### src/rtl/fifo_drain_stream_buf2.sv
// stream_buf2: 2-entry register FIFO (head always oldest). wr at the tail, rd at the head.
// Latency: a write is visible on dout the cycle after it is accepted.
// Backpressure: none internally; the caller must never write into a full buffer.
module stream_buf2 #(
    parameter int DATA_ = 8
) (
    input  logic             clk,
    input  logic             rst,
    input  logic             wr,
    input  logic [DATA_-1:0] din,
    input  logic             rd,
    output logic [DATA_-1:0] dout,
    output logic [1:0]       occ
);
    localparam logic [1:0] DEPTH = 2'd2;

    logic [DATA_-1:0] head_q;
    logic [DATA_-1:0] tail_q;
    logic [1:0]       occ_q;

    always_ff @(posedge clk) begin
        if (rst) begin
            occ_q <= '0;
        end else begin
            occ_q <= occ_q + {1'b0, wr} - {1'b0, rd};
        end
    end

    // Shift organisation: a read moves tail to head; a write lands in the first free slot.
    always_ff @(posedge clk) begin
        if (rd) begin
            head_q <= (wr && occ_q == 2'd1) ? din : tail_q;
            if (wr && occ_q == DEPTH) begin
                tail_q <= din;
            end
        end else if (wr) begin
            if (occ_q == 2'd0) begin
                head_q <= din;
            end else begin
                tail_q <= din;
            end
        end
    end

    assign dout = head_q;
    assign occ  = occ_q;

    a_occ_max: assert property (@(posedge clk) disable iff (rst) occ_q <= DEPTH);
    a_no_overrun: assert property (@(posedge clk) disable iff (rst) (wr && !rd) |-> (occ_q < DEPTH));
endmodule

### src/rtl/fifo_drain.sv
// fifo_drain: pops a BRAM FIFO (1-cycle read latency) into a valid/ready stream; optional counter under FIFO_DRAIN_CNT_EN.
// Latency: fifo_re in cycle N -> m_valid in cycle N+2; 1 word/cycle under continuous m_ready.
// Backpressure: pops are issued only while buffered + in-flight words stay below 2; m_data holds while m_valid && !m_ready.
module fifo_drain #(
    parameter int DATA_ = 8,
    parameter int ADDR_ = 8
) (
    input  logic             clk,
    input  logic             rst,
    input  logic             en,
    output logic             fifo_re,
    input  logic [ADDR_:0]   fifo_fill,
    input  logic [DATA_-1:0] fifo_dout,
    output logic             m_valid,
    input  logic             m_ready,
    output logic [DATA_-1:0] m_data,
    output logic             busy
`ifdef FIFO_DRAIN_CNT_EN
    ,
    input  logic             cnt_clr,
    output logic [31:0]      cnt
`endif
);
    logic       inflight;
    logic       pop;
    logic [1:0] occ;
    logic [2:0] committed;

    assign pop       = m_valid & m_ready;
    assign committed = {1'b0, occ} + {2'b00, inflight};

    // A pop in this cycle frees a slot, hence the m_ready -> fifo_re path for full throughput.
    assign fifo_re = !rst && en && (fifo_fill != '0) && (committed < (3'd2 + {2'b00, pop}));

    always_ff @(posedge clk) begin
        if (rst) begin
            inflight <= 1'b0;
        end else begin
            inflight <= fifo_re;
        end
    end

    stream_buf2 #(
        .DATA_(DATA_)
    ) u_buf (
        .clk (clk),
        .rst (rst),
        .wr  (inflight),
        .din (fifo_dout),
        .rd  (pop),
        .dout(m_data),
        .occ (occ)
    );

    assign m_valid = (occ != 2'd0);
    assign busy    = m_valid | inflight;

`ifdef FIFO_DRAIN_CNT_EN
    always_ff @(posedge clk) begin
        if (rst || cnt_clr) begin
            cnt <= '0;
        end else if (pop) begin
            cnt <= cnt + 32'd1;
        end
    end
`endif
endmodule

### config.mk
export PLATFORM = sky130hd
export DESIGN_NAME = fifo_drain
export DESIGN_NICKNAME = d
export VERILOG_FILES = /design/src/rtl/fifo_drain_stream_buf2.sv /design/src/rtl/fifo_drain.sv
export SDC_FILE = /design/constraint.sdc
export NUM_CORES = 1
export LEC_CHECK = 0
export CORE_ASPECT_RATIO = 0.8
export CORE_MARGIN = 2
export CORE_UTILIZATION = 39
export CTS_CLUSTER_DIAMETER = 80
export CTS_CLUSTER_SIZE = 10
export DETAILED_ROUTE_END_ITERATION = 12
export PLACE_DENSITY = 0.69
export SYNTH_ARGS = -nofsm -noshare
export SYNTH_HDL_FRONTEND = slang
export SYNTH_HIERARCHICAL = 1
export SYNTH_SLANG_ARGS = --single-unit
### constraint.sdc
create_clock -name clk -period 5.35 [get_ports clk]
set_clock_uncertainty 0.05 [all_clocks]
set_input_delay 0.8025 -clock clk [delete_from_list [all_inputs] [get_ports clk]]
set_output_delay 0.8025 -clock clk [all_outputs]
set_load 0.005 [all_outputs]
Word level (Yosys, flattened, before mapping)
Index checks and enable logic that the tools add are counted.
W data, S select, Z words.
{ "op_classes": {"mux": 8, "eq_ne": 4, "reduce_logical": 13, "magnitude_cmp": 1, "addsub": 4, "n_bitwise": 2} }
{ "ops": {"columns": ["op", "count"], "rows": [
  ["$mux W8", 8],
  ["$reduce_bool A9 Y1", 1],
  ["$reduce_bool A2 Y1", 3],
  ["$logic_and A1 B1 Y1", 5],
  ["$add A2 B1 Y3", 1],
  ["$add A2 B1 Y3 const A", 1],
  ["$lt A3 B3 Y1", 1],
  ["$reduce_and A3 Y1", 1],
  ["$add A2 B1 Y2", 1],
  ["$eq A2 B1 Y1 const B", 1],
  ["$eq A2 B2 Y1 const B", 1],
  ["$logic_not A2 Y1", 1],
  ["$ne A2 B1 Y1 const B", 1],
  ["$ne A2 B2 Y1 const B", 1],
  ["$reduce_and A2 Y1", 1],
  ["$sub A2 B1 Y2", 1],
  ["$and A1 B1 Y1", 1],
  ["$logic_not A1 Y1", 1],
  ["$or A1 B1 Y1", 1]
]} }
{ "word_totals": {"wordCells": 36, "regBits": 19, "output_inout_bits": 11} }

Longest topological paths before layout
{ "logic_depth": {"depth_word": 5, "mapped_depth": 9, "ltp_nobuf": 7} }

Hierarchy
The synthesis kept the hierarchy.
{ "by_module_without_submodules": {"columns": ["module", "area_per_inst_um2", "cells_per_inst", "n_inst", "seq_area_each_um2"], "rows": [
  ["stream_buf2", 888.4, 69, 1, 520.5],
  ["fifo_drain", 118.9, 15, 1, 20.0]
]} }

Worst setup path after synthesis
No wires, ideal clock.
{ "synth_timing": {"path_kind": "in2reg", "start": "input m_ready", "end": "register u_buf.tail_q[0] (enable)", "stages": 7, "t_arrival_ns": 2.178, "setup_slack_ns": 2.736, "setup_time_ns": 0.386, "cell_sequence": "o21ai_0 > inv_1 > buf_2 > buf_2 > inv_1 > ha_1 > a211oi_1"} }
{ "synth_via": {"elab_chain_cells": 3, "elab_cells_between_ends": 5, "cone_classes": "eq/ne (2); bitwise (1); reduce/logical (2)"} }
{ "synth_lines": {"columns": ["item", "line_no", "source"], "rows": [
  ["start, declared", "fifo_drain.sv:15", "input logic m_ready,"],
  ["$and A1 B1 Y1 (*)", "fifo_drain.sv:29", "assign pop = m_valid & m_ready;"],
  ["named net pop", "fifo_drain.sv:25", "logic pop;"],
  ["$ne A2 B1 Y1 (no source line), or another cell as far along", null, null],
  ["$reduce_and A3 Y1 (no source line) (*)", null, null],
  ["end signal, assigned", "fifo_drain_stream_buf2.sv:34", "tail_q <= din;"],
  ["end signal, assigned", "fifo_drain_stream_buf2.sv:40", "tail_q <= din;"],
  ["end, declared", "fifo_drain_stream_buf2.sv:18", "logic [DATA_-1:0] tail_q;"]
]} }
Mark *: on every way through the listed nets, which the timed path passes. The rest lies on a longest branch.
A chain may end at the register's enable or synchronous reset.

Final worst setup path
{ "layout_timing": {"start": "input m_ready", "end": "output fifo_re"} }
{ "layout_via": {"elab_chain_cells": 4} }
{ "layout_lines": {"columns": ["item", "line_no", "source"], "rows": [
  ["$and A1 B1 Y1", "fifo_drain.sv:29", null],
  ["$add A2 B1 Y3", "fifo_drain.sv:33", "assign fifo_re = !rst && en && (fifo_fill != '0) && (committed < (3'd2 + {2'b00, pop}));"],
  ["$lt A3 B3 Y1", "fifo_drain.sv:33", null],
  ["$logic_and A1 B1 Y1", "fifo_drain.sv:33", null],
  ["end, declared", "fifo_drain.sv:11", "output logic fifo_re,"]
]} }
Every way passes these cells.

==> results by group <==
Route
  • DR DRC count: 0
  • DRT Wirelength: 1920 um
  • Vias per cell: 5.07
  • Remaining antenna violation count: 0
  • Drt pass-1 iters: 4
  • DR vias: ~760
  • Detailed Route Iter0 Violations: 24
  • DR WL/cell: 12.9 um

CTS
  • Root Driver: clkbuf_4
  • Worst-path clk slew: 0.11 ns
  • Clock Latency Late Sink: around 0.30 ns
  • Number of gates resized after CTS: 0
  • Postcts setup bufs: 0
  • Post-cts hold buffer count: 0
  • Max Root-Sink Buffers: 2
  • Clock sinks: 19
  • CTS tree: built
  • CTS buffer count: 3
  • H-tree levels: 1

Synth
  • Syn. warnings: 6
  • Asr flop ratio synth: 0%
  • Mean post-synth cell area: 12.0 um^2
  • Mapped Cells: 84
  • Ys flop type: edfxtp_1
  • Syn Std Cell Area: 1010 um^2
  • Syn Nets: between 100 and 150
  • Synth top cells by count: edfxtp_1, nand2b_1, nand2_1, nand4b_1, o211ai_1
  • Synth cell types: 23
  • Synth area leader: edfxtp_1
  • Count leader, synth: edfxtp_1
  • Synth top area share: 47.7%
  • Share of the yosys chip area belonging to registers: 53.7%
  • Number of flops mapped to enable cells by yosys: 16
  • Synth top area cells: edfxtp_1, nand4b_1, ha_1, dfxtp_1, o211ai_1
  • Flip-flop and latch count after synthesis: 19

Global route
  • First-pass GRT wire length: 3290 um
  • Initial antenna violation count: 0
  • Total GRT Usage: 14.4%
  • Largest net degree at the start of global routing: 21
  • Number of global-route vias before repair: 816
  • GR Overflow Total: 0

Floorplan
  • Starting Density: 41.2%
  • Die width: 60.8 um
  • I/O pins: 32
  • Core ar.: 2440 um^2
  • Die area: 3010 um^2
  • Cell row count: 16
  • Chip Height: 49.5 um

Timing
  • Maximum clock rate: 322 MHz
  • Tcrit/Tclk final: between 50% and 60%
  • Final setup viols: 0
  • Final Hold Fails: 0
  • RSZ-0062 raised after global routing: no
  • Final min period: 3.11 ns
  • Final WS setup: 2.24 ns
  • Worst-Margin Slew: approximately 1.1 ns
  • Slew margin rel.: about a quarter
  • Final max-slew violation count: 0
  • Setup TNS: 0 ns

Placed design
  • Placement Setup Slack: 2.02 ns
  • Placed cells: 145
  • GP Congestion: roughly 0.71
  • Post-detail-place hpwl: 1340 um
  • Port bufs: 31

Layout
  • Fill cells: 229
  • Syn-to-layout area delta: 33.8%
  • Share of post-route cells with drive strength above 1: 7.08%
  • Final antenna diode count: 0
  • Post-Layout Cell Count: 149
  • # nets final: between 100 and 150

Worst setup path
  • CP endpoint kind: output port
  • CP max stage delay: roughly 0.50 ns
  • Slowest CP cell: clkdlybuf4s50_1
  • Req. time, crit path: between 4 and 5 ns
  • Crit start category: input pin
  • Crit path max fanout: 2
  • Crit-path cells: clkdlybuf4s50_1 > o21ai_0 > o21ai_0 > and4_1 > clkdlybuf4s50_1
  • Data arrival time of the worst path: approximately 2.3 ns
  • Crit Path Class: in -> out

Pwr
  • Internal Power: 0.000363 W
  • Comb pwr share: around 37%
  • Sequential share of power: between 40% and 50%
  • Share of total power in the clock network: 14.0%
  • Sw Share: 28.8%
  • Switch Pwr: 0.000147 W
  • Pwr Total: slightly above 0.0005 W
  • Power Dens Cells: between 300 and 400 nW/um^2
  • P_leak: 0.467 nW
  • Worst vdd rail ir drop: roughly 220 uV

Status
  • Outcome: finished clean

Run
  • Total of max-cap violations: 0

Hold path
  • Worst min path class: reg -> reg
-- cell usage in the layout, fill, tap and decap left out --
cell / count
clkdlybuf4s50_1: 31
edfxtp_1: 16
nand2b_1: 9
nand2_1: 8
nand4b_1: 8
o211ai_1: 8
ha_1: 5
nor2_1: 4
inv_1: 3
clkbuf_4: 3
dfxtp_1: 3
o21ai_0: 2
and4_1: 2
or2_2: 1
nor4_2: 1
nor3_1: 1
nand3_1: 1
or3_1: 1
clkinv_2: 1
and3b_2: 1
o21ba_2: 1
a211oi_1: 1
xnor3_1: 1
nor2b_1: 1
-- power groups by stage --
stage,sequential (W),combinational (W),clock [W]
floorplan,0.000242,0.000104,0
global placement,0.000255,0.000185,0
detailed placement,0.000256,0.000187,0
CTS,0.000253,0.000188,0.0000760
global route,0.000259,0.000210,0.0000821
finish,0.000253,0.000186,0.0000712
-- critical path, delay by kind of cell --
kind	cells	cell delay, ns
buf+inv	2	0.95
compound gates	2	0.30
simple gates	1	0.21
-- metrics by stage --
stage	hold WS [ns]	utilization, %	cell area, um^2
after floorplan	0.535	-	1010
after global placement	0.549	54.0	1320
after detailed placement	0.564	54.0	1320
after CTS	0.591	55.2	1350
after global routing	0.635	55.2	1350
final	0.597	55.2	1350
-- cell families after synthesis --
kind of cell | Yosys count | synth area share (%)
AND/OR/NAND/NOR | 38 | 23.9
flip-flops | 19 | 53.7
buffers and inverters | 9 | 5.34
adder cells (fa/ha/maj) | 5 | 6.21
AO/OA/AOI/OAI | 12 | 8.70
XOR/XNOR | 1 | 2.24
-- state kept, by name, summed over array words and instances, names as in the netlist --
| register | flops |
|---|---|
| inflight | 1 |
| u_buf/dout | 8 |
| u_buf/occ | 2 |
| u_buf/tail_q | 8 |
-- path summary, 6_finish.rpt --
| check | startpoint | to | slack, ns | cells past startpoint |
|---|---|---|---|---|
| setup / recovery | m_ready | fifo_re | 2.24 | 5 |
| hold / removal | u_buf/tail_q[6] | u_buf/dout[6] | 0.60 | 2 |
| setup reg to reg | u_buf/occ[0] | u_buf/tail_q[5] | 2.49 | 5 |
| hold reg to reg | u_buf/tail_q[6] | u_buf/dout[6] | 0.60 | 2 |
-- cell type report --
| class | count | area (um^2) | area share, % |
|---|---|---|---|
| clock inverter | 1 | 5.00 | 0.371 |
| timing repair buffer | 31 | 310 | 23.0 |
| inverter | 3 | 11.3 | 0.836 |
| multi-input combinational | 56 | 413 | 30.6 |
| clock buffer | 3 | 22.5 | 1.67 |
| sequential | 19 | 541 | 40.1 |
| tap | 36 | 45.0 | 3.34 |
-- per-layer routing --
layer,routed length [um],track usage [%]
met1,852,16.8
met2,901,24.4
met3,169,5.51
met4,0,3.99
met5,0,0
Power figures use the tool's default switching activity.
